`src/rtl/rf_seq_pkg.sv`:
```
`default_nettype none
// ============================================================================
// Module      : rf_seq_pkg
// Description : Shared opcode and FSM state encodings for the register-file
//               operation sequencer, plus an opcode legality helper.
// Revision    : 1.0 - initial release
// ============================================================================
package rf_seq_pkg;

    // Command opcodes (4-bit). Codes above OP_READ are illegal.
    localparam logic [3:0] OP_ADD  = 4'd0;
    localparam logic [3:0] OP_SUB  = 4'd1;
    localparam logic [3:0] OP_AND  = 4'd2;
    localparam logic [3:0] OP_OR   = 4'd3;
    localparam logic [3:0] OP_XOR  = 4'd4;
    localparam logic [3:0] OP_SLT  = 4'd5;
    localparam logic [3:0] OP_SLTU = 4'd6;
    localparam logic [3:0] OP_ADDI = 4'd7;
    localparam logic [3:0] OP_LUI  = 4'd8;
    localparam logic [3:0] OP_READ = 4'd9;

    // Sequencer FSM encoding
    localparam logic [2:0] ST_IDLE = 3'd0;
    localparam logic [2:0] ST_READ = 3'd1;
    localparam logic [2:0] ST_EXEC = 3'd2;
    localparam logic [2:0] ST_WB   = 3'd3;
    localparam logic [2:0] ST_RESP = 3'd4;

    function automatic logic op_is_legal(input logic [3:0] op);
        return (op <= OP_READ);
    endfunction

endpackage
`default_nettype wire

```
`src/rtl/rf_seq_alu.sv`:
```
`default_nettype none
// ============================================================================
// Module      : rf_seq_alu
// Description : Combinational execute stage for the sequencer.
//               (op, a, b, imm) -> (result, signed overflow, illegal-op error)
// Ports       : i_op     opcode
//               i_a/i_b  register operands
//               i_imm    immediate (sign-extended for ADDI, shifted for LUI)
//               o_result result (0 for illegal opcodes)
//               o_ovf    signed overflow for ADD/SUB/ADDI
//               o_err    illegal opcode
// Revision    : 1.0 - initial release
// ============================================================================
module rf_seq_alu
    import rf_seq_pkg::*;
#(
    parameter int DATA_W = 32,
    parameter int IMM_W  = 16
) (
    input  logic [3:0]        i_op,
    input  logic [DATA_W-1:0] i_a,
    input  logic [DATA_W-1:0] i_b,
    input  logic [IMM_W-1:0]  i_imm,
    output logic [DATA_W-1:0] o_result,
    output logic              o_ovf,
    output logic              o_err
);

    localparam int c_lui_shift = 16;
    localparam int c_msb       = DATA_W - 1;

    logic [DATA_W-1:0] w_imm_sext;
    logic [DATA_W-1:0] w_lui;
    logic [DATA_W-1:0] w_sum;
    logic [DATA_W-1:0] w_diff;
    logic [DATA_W-1:0] w_addi;
    logic              w_lt_s;
    logic              w_lt_u;

    assign w_imm_sext = {{(DATA_W-IMM_W){i_imm[IMM_W-1]}}, i_imm};
    assign w_lui      = DATA_W'({i_imm, {c_lui_shift{1'b0}}});
    assign w_sum      = i_a + i_b;
    assign w_diff     = i_a - i_b;
    assign w_addi     = i_a + w_imm_sext;
    assign w_lt_s     = $signed(i_a) < $signed(i_b);
    assign w_lt_u     = i_a < i_b;

    always_comb begin
        o_result = '0;
        o_ovf    = 1'b0;
        o_err    = !op_is_legal(i_op);
        case (i_op)
            OP_ADD: begin
                o_result = w_sum;
                o_ovf    = (i_a[c_msb] == i_b[c_msb]) && (w_sum[c_msb] != i_a[c_msb]);
            end
            OP_SUB: begin
                o_result = w_diff;
                o_ovf    = (i_a[c_msb] != i_b[c_msb]) && (w_diff[c_msb] != i_a[c_msb]);
            end
            OP_AND:  o_result = i_a & i_b;
            OP_OR:   o_result = i_a | i_b;
            OP_XOR:  o_result = i_a ^ i_b;
            OP_SLT:  o_result = {{(DATA_W-1){1'b0}}, w_lt_s};
            OP_SLTU: o_result = {{(DATA_W-1){1'b0}}, w_lt_u};
            OP_ADDI: begin
                o_result = w_addi;
                o_ovf    = (i_a[c_msb] == w_imm_sext[c_msb]) && (w_addi[c_msb] != i_a[c_msb]);
            end
            OP_LUI:  o_result = w_lui;
            OP_READ: o_result = i_a;
            default: o_result = '0;
        endcase
    end

endmodule
`default_nettype wire

```
`src/rtl/rf_op_sequencer.sv`:
```
`default_nettype none
// ============================================================================
// Module      : rf_op_sequencer
// Description : Command-driven client of a 32x32 register file. Accepts one
//               ALU/move command, reads operands, executes, writes back and
//               returns the result: IDLE -> READ -> EXEC -> WB -> RESP.
// Ports       : clk, rst (async, active-high)
//               cmd_*  command handshake (cmd_ready high only in IDLE)
//               rf_*   register-file read/write port (initiator side)
//               rsp_*  result handshake (held until rsp_ready)
//               busy   high in every state except IDLE
// Revision    : 1.0 - initial release
// ============================================================================
module rf_op_sequencer
    import rf_seq_pkg::*;
#(
    parameter int DATA_W = 32,
    parameter int ADDR_W = 5,
    parameter int IMM_W  = 16
) (
    input  logic              clk,
    input  logic              rst,
    input  logic              cmd_valid,
    output logic              cmd_ready,
    input  logic [3:0]        cmd_op,
    input  logic [ADDR_W-1:0] cmd_rd,
    input  logic [ADDR_W-1:0] cmd_rs1,
    input  logic [ADDR_W-1:0] cmd_rs2,
    input  logic [IMM_W-1:0]  cmd_imm,
    output logic [ADDR_W-1:0] rf_raddr1,
    output logic [ADDR_W-1:0] rf_raddr2,
    input  logic [DATA_W-1:0] rf_rdata1,
    input  logic [DATA_W-1:0] rf_rdata2,
    output logic              rf_we,
    output logic [ADDR_W-1:0] rf_waddr,
    output logic [DATA_W-1:0] rf_wdata,
    output logic              rsp_valid,
    input  logic              rsp_ready,
    output logic [DATA_W-1:0] rsp_data,
    output logic              rsp_ovf,
    output logic              rsp_err,
    output logic              busy
);

    logic [2:0]        r_state;
    logic [3:0]        r_op;
    logic [ADDR_W-1:0] r_rd;
    logic [ADDR_W-1:0] r_rs1;
    logic [ADDR_W-1:0] r_rs2;
    logic [IMM_W-1:0]  r_imm;
    logic [DATA_W-1:0] r_a;
    logic [DATA_W-1:0] r_b;
    logic [DATA_W-1:0] r_result;
    logic              r_ovf;
    logic              r_err;
    logic              r_wb_en;

    logic [DATA_W-1:0] w_alu_result;
    logic              w_alu_ovf;
    logic              w_alu_err;

    rf_seq_alu #(
        .DATA_W (DATA_W),
        .IMM_W  (IMM_W)
    ) u_alu (
        .i_op     (r_op),
        .i_a      (r_a),
        .i_b      (r_b),
        .i_imm    (r_imm),
        .o_result (w_alu_result),
        .o_ovf    (w_alu_ovf),
        .o_err    (w_alu_err)
    );

    always_ff @(posedge clk or posedge rst) begin
        if (rst) begin
            r_state  <= ST_IDLE;
            r_op     <= '0;
            r_rd     <= '0;
            r_rs1    <= '0;
            r_rs2    <= '0;
            r_imm    <= '0;
            r_a      <= '0;
            r_b      <= '0;
            r_result <= '0;
            r_ovf    <= 1'b0;
            r_err    <= 1'b0;
            r_wb_en  <= 1'b0;
        end else begin
            case (r_state)
                ST_IDLE: begin
                    if (cmd_valid) begin
                        r_op    <= cmd_op;
                        r_rd    <= cmd_rd;
                        r_rs1   <= cmd_rs1;
                        r_rs2   <= cmd_rs2;
                        r_imm   <= cmd_imm;
                        r_state <= ST_READ;
                    end
                end
                ST_READ: begin
                    // rf_we is low here, so the register file drives its read ports.
                    r_a     <= rf_rdata1;
                    r_b     <= rf_rdata2;
                    r_state <= ST_EXEC;
                end
                ST_EXEC: begin
                    r_result <= w_alu_result;
                    r_ovf    <= w_alu_ovf;
                    r_err    <= w_alu_err;
                    // r0 is never written; READ and illegal ops only report.
                    r_wb_en  <= !w_alu_err && (r_rd != '0) && (r_op != OP_READ);
                    r_state  <= ST_WB;
                end
                ST_WB: begin
                    r_state <= ST_RESP;
                end
                ST_RESP: begin
                    if (rsp_ready) begin
                        r_state <= ST_IDLE;
                    end
                end
                default: r_state <= ST_IDLE;
            endcase
        end
    end

    // Decoded from the async-reset state register, so a reset during WB
    // drops rf_we immediately and the write edge never sees it.
    assign rf_we     = (r_state == ST_WB) && r_wb_en;
    assign rf_waddr  = r_rd;
    assign rf_wdata  = r_result;
    assign rf_raddr1 = r_rs1;
    assign rf_raddr2 = r_rs2;

    assign cmd_ready = (r_state == ST_IDLE);
    assign busy      = (r_state != ST_IDLE);
    assign rsp_valid = (r_state == ST_RESP);
    assign rsp_data  = r_result;
    assign rsp_ovf   = r_ovf;
    assign rsp_err   = r_err;

endmodule
`default_nettype wire

```
`config.mk`:
```
export PLATFORM = sky130hd
export DESIGN_NAME = rf_op_sequencer
export DESIGN_NICKNAME = d
export VERILOG_FILES = /design/src/rtl/rf_seq_pkg.sv /design/src/rtl/rf_seq_alu.sv /design/src/rtl/rf_op_sequencer.sv
export SDC_FILE = /design/constraint.sdc
export NUM_CORES = 1
export LEC_CHECK = 0
export ABC_AREA = 1
export ABC_CLOCK_PERIOD_IN_PS = 3700
export BUFFER_PORTS_ARGS = -buffer_cell sky130_fd_sc_hd__buf_2
export CAP_MARGIN = 40
export CORE_UTILIZATION = 46
export DETAILED_ROUTE_END_ITERATION = 16
export HOLD_SLACK_MARGIN = 0.08
export PLACE_DENSITY_LB_ADDON = 0.25
export REMOVE_ABC_BUFFERS = 1
export SLEW_MARGIN = 0
export SYNTH_ARGS = -nofsm -noshare
export SYNTH_HDL_FRONTEND = slang
export SYNTH_SLANG_ARGS = --single-unit
```
`constraint.sdc`:
```
create_clock -name clk -period 3.7 [get_ports clk]
set_clock_uncertainty 0.1 [all_clocks]
set_input_delay 0.185 -clock clk [delete_from_list [all_inputs] [get_ports clk]]
set_output_delay 0.185 -clock clk [all_outputs]
set_load 0.02 [all_outputs]
```
==> metrics.md <==
| Metric | Value |
|---|---|
| Critical Path Fanout Max | `4` |
| Initial Utilization | `~47%` |
| Final net count | `2859` |
| Max Cap Violations | `0` |
| Cells along the critical path | `ha_1 > inv_1 > fa_1 > inv_1 > nand3_1 > nand3_1 > nand2_1 > nand3_1 > nand2_1 > nand3_1 > nand2_1 > nand3_1 > nand2_1 > o21ai_1 > nand2_1` |
| Worst-skew pair later-pin latency | `0.46 ns` |
| Synthesis-stage register bit count | `roughly 140` |
| Minimum clock period after layout | `between 3 and 4 ns` |
| Crit start category | `register` |
| Area of the core | `between 0.03 and 0.04 mm²` |
| Post-cts gate resize count | `0` |
| Number of buffer and inverter stages on the critical path | `2` |
| Clock Sinks | `approximately 140` |
| Number of diodes | `0` |
| Detailed placer's ending HPWL | `roughly 50000 µm` |
| Cell type of the slowest stage on the worst timing path | `sky130_fd_sc_hd__dfrtp_1` |
| Most utilized layer in the global route result | `met2` |
| Final ANT Viol Nets | `0` |
| Dominant synthesized flop cell | `sky130_fd_sc_hd__dfrtp_1` |
| Kind of end point of the critical path | `register` |
| Cell area after placement | `about 0.016 mm²` |
| Number of buffers added for setup after CTS | `0` |
| Most common library cell in the layout ignoring fill and taps | `sky130_fd_sc_hd__nand2_1` |
| Fin crit share | `around 82%` |
| GR Util All Layers | `between 30% and 40%` |
| CTS tree | `yes` |
| Leftover overflow at the end of global routing | `0` |
| Slew HR | `47.7%` |
| Synth cell types | `45` |
| Total die area | `between 0.03 and 0.04 mm²` |
| Design Area, Final | `between 0.015 and 0.02 mm²` |
| Cell type with the highest aggregate area in the netlist | `sky130_fd_sc_hd__dfrtp_1` |
| Actual slew at the worst max-slew pin | `approximately 0.78 ns` |
| Setup slack on the worst flop-to-flop path | `about 0.65 ns` |
| Die Height | `roughly 180 µm` |
| Hold Path Class | `input port to asynchronous set/reset pin` |
| Number of enable-type register cells in the synthesized netlist | `0` |
| Critical Path Max Stage Delay | `0.41 ns` |
| Via count of the first global-routing pass | `15591` |
| Worst EP required | `about 4.0 ns` |
| Via count normalized by instance count | `~5.4` |
| CTS root buffer | `sky130_fd_sc_hd__clkbuf_16` |
| Global-route met1 utilization | `47.7%` |
| Path type of the worst setup path | `register to register` |
| Outcome | `complete, no violations` |
| Port bufs | `between 150 and 200` |
| Final slew viol count | `0` |
| Endpoint of the worst register-to-register path | `rf_wdata[24]` |
| Antenna violations before repair | `0` |
| Top area cells in the synthesized netlist | `sky130_fd_sc_hd__dfrtp_1 23%, sky130_fd_sc_hd__nand2_1 19%, sky130_fd_sc_hd__ha_1 11%` |
| Clock slew seen by the registers of the worst setup and hold paths | `~0.07 ns` |
| DR WL/cell | `between 20 and 25 µm` |
| Logic depth of the worst register-to-register path | `15` |
| Critical path depth | `15` |
| Number of design rule violations left after detail routing | `0` |
| Global Route met2 Usage | `62.2%` |
| Top Family by Delay on Critical Path | `simple AND/OR/NAND/NOR gates` |
| Sequential cell area fraction in the yosys report | `between 20% and 30%` |
| Synth-to-layout area growth | `17.6%` |
| Data arrival time of the critical path | `about 3.3 ns` |
| Area fraction of the dominant cell type after synthesis | `23.4%` |
| YS warnings | `0` |
| Number of I/O pins | `~190` |
| Number of hold buffers added after CTS | `roughly 100` |
| Die span in x | `181 µm` |
| R2R Path Start | `r_a[0]` |
| Post-Syn Instances | `about 2400` |
| Buffer depth of the longest clock path | `2` |
| Syn Area/Cell | `around 6.1 µm²` |
| Setup-violating endpoint count in the final report | `0` |
| First-pass detailed-route iteration total | `6` |
| Setup repair after global routing missed its margin | `no` |
| Met3 layer usage reported by global route | `5.21%` |
| Initial detailed-routing violation count | `roughly 1400` |
| Total clock buffers created by CTS | `17` |
| Site row count | `65` |
| Maximum level of the CTS H-tree | `4` |
| Fraction of registers with async set or reset after synthesis | `100%` |
| Vias after detailed routing | `~16000` |
| Leading cell types in the layout, fill and taps excluded | `750 x sky130_fd_sc_hd__nand2_1, 394 x sky130_fd_sc_hd__inv_1, 232 x sky130_fd_sc_hd__nor2_1` |
| Maximum achievable frequency | `roughly 330 MHz` |
| Routability cong. | `~1` |
| Cell Area, Synth | `around 0.015 mm²` |
| Hold Vio Cnt, Final | `0` |
| Global-route wire length before repair | `between 90000 and 100000 µm` |
| Fraction of layout instances using a drive strength above 1 | `~13%` |
| Wire length after detailed routing | `approximately 62000 µm` |
| Maximum number of pins on one net before global-route repair | `55` |
==> synth_stat cells (13+ instances only) <==
| library cell | number |
|---|---|
| sky130_fd_sc_hd__a21oi_1 | 162 |
| sky130_fd_sc_hd__buf_2 | 24 |
| sky130_fd_sc_hd__buf_4 | 50 |
| sky130_fd_sc_hd__clkbuf_1 | 20 |
| sky130_fd_sc_hd__dfrtp_1 | 137 |
| sky130_fd_sc_hd__ha_1 | 128 |
| sky130_fd_sc_hd__inv_1 | 395 |
| sky130_fd_sc_hd__inv_2 | 19 |
| sky130_fd_sc_hd__mux2_2 | 18 |
| sky130_fd_sc_hd__nand2_1 | 752 |
| sky130_fd_sc_hd__nand3_1 | 166 |
| sky130_fd_sc_hd__nand4_1 | 32 |
| sky130_fd_sc_hd__nor2_1 | 232 |
| sky130_fd_sc_hd__nor2_2 | 16 |
| sky130_fd_sc_hd__nor3_1 | 27 |
| sky130_fd_sc_hd__o21ai_0 | 39 |
| sky130_fd_sc_hd__o21ai_1 | 19 |
| sky130_fd_sc_hd__o21bai_1 | 13 |
| sky130_fd_sc_hd__o22ai_1 | 41 |
==> metal layers <==
layer  share of wire [%]  wire (µm)  vias up
li1                    -          -     7962
met1                  42      25900     7505
met2                  45      28000      719
met3                 6.4       3940      150
met4                 6.4       3950        0
met5                   0          0        -
==> logic make-up after synthesis <==
family / count (synthesis) / share of synthesized area (%)
AOI/OAI and AO/OA: 304 / 11.6
DFF: 137 / 23.4
and+or+nand+nor: 1286 / 37.1
buffers and inverters: 516 / 15.0
xor gates and xnor gates: 4 / 0.239
muxes: 18 / 1.38
adders and majority gates: 131 / 11.3
==> cell type report <==
cell class | count | area, µm²
flip-flops and latches | 137 | 3430
well taps | 402 | 503
inverters | 415 | 1560
clock inverters | 12 | 128
multi-input cells | 1743 | 9060
fillers | 3251 | 14200
clock buffers | 18 | 439
repair buffers | 311 | 2130
==> state kept, by name, summed over array words and instances, names as in the netlist, 3 cells and up <==
| register | count |
|---|---|
| r_imm | 16 |
| r_state | 3 |
| r_op | 4 |
| rf_waddr | 5 |
| r_b | 32 |
| rf_raddr2 | 5 |
| rf_raddr1 | 5 |
| r_a | 32 |
| rf_wdata | 32 |
==> stage by stage <==
stage,hold WS (ns),instances,setup TNS (ns),utilization (%),worst slack (ns)
6_report,0.259,3038,0,54.8,0.652
5_1_grt,0.300,3038,0,54.8,0.412
4_1_cts,0.234,3038,0,54.8,0.708
3_5_place_dp,0.183,2906,0,49.8,0.725
3_3_place_gp,0.176,2905,0,49.7,0.676
2_1_floorplan,0.236,2295,-34.64,-,-0.253
==> worst max path at each step <==
stage | from | end | slack (ns)
6_report | r_a[0] | rf_wdata[24] | 0.65
5_1_grt | r_imm[15] | rf_wdata[28] | 0.41
4_1_cts | r_a[0] | rf_wdata[24] | 0.71
3_5_place_dp | r_a[0] | rf_wdata[24] | 0.72
3_3_place_gp | r_a[0] | rf_wdata[24] | 0.68
2_1_floorplan | rst | r_a[0] | -0.25
==> worst reg2reg max path: cells and delay by family, from the launching register on <==
family / cells / cell delay [ns]
AOI/OAI and AO/OA: 1 / 0.12
and+or+nand+nor: 10 / 1.31
DFF: 1 / 0.41
adders and majority gates: 2 / 0.70
buffers and inverters: 2 / 0.31
Power is left out: the tool's default activity adds up to more than one toggle a clock period on the data nets, which glitch-free logic cannot reach.
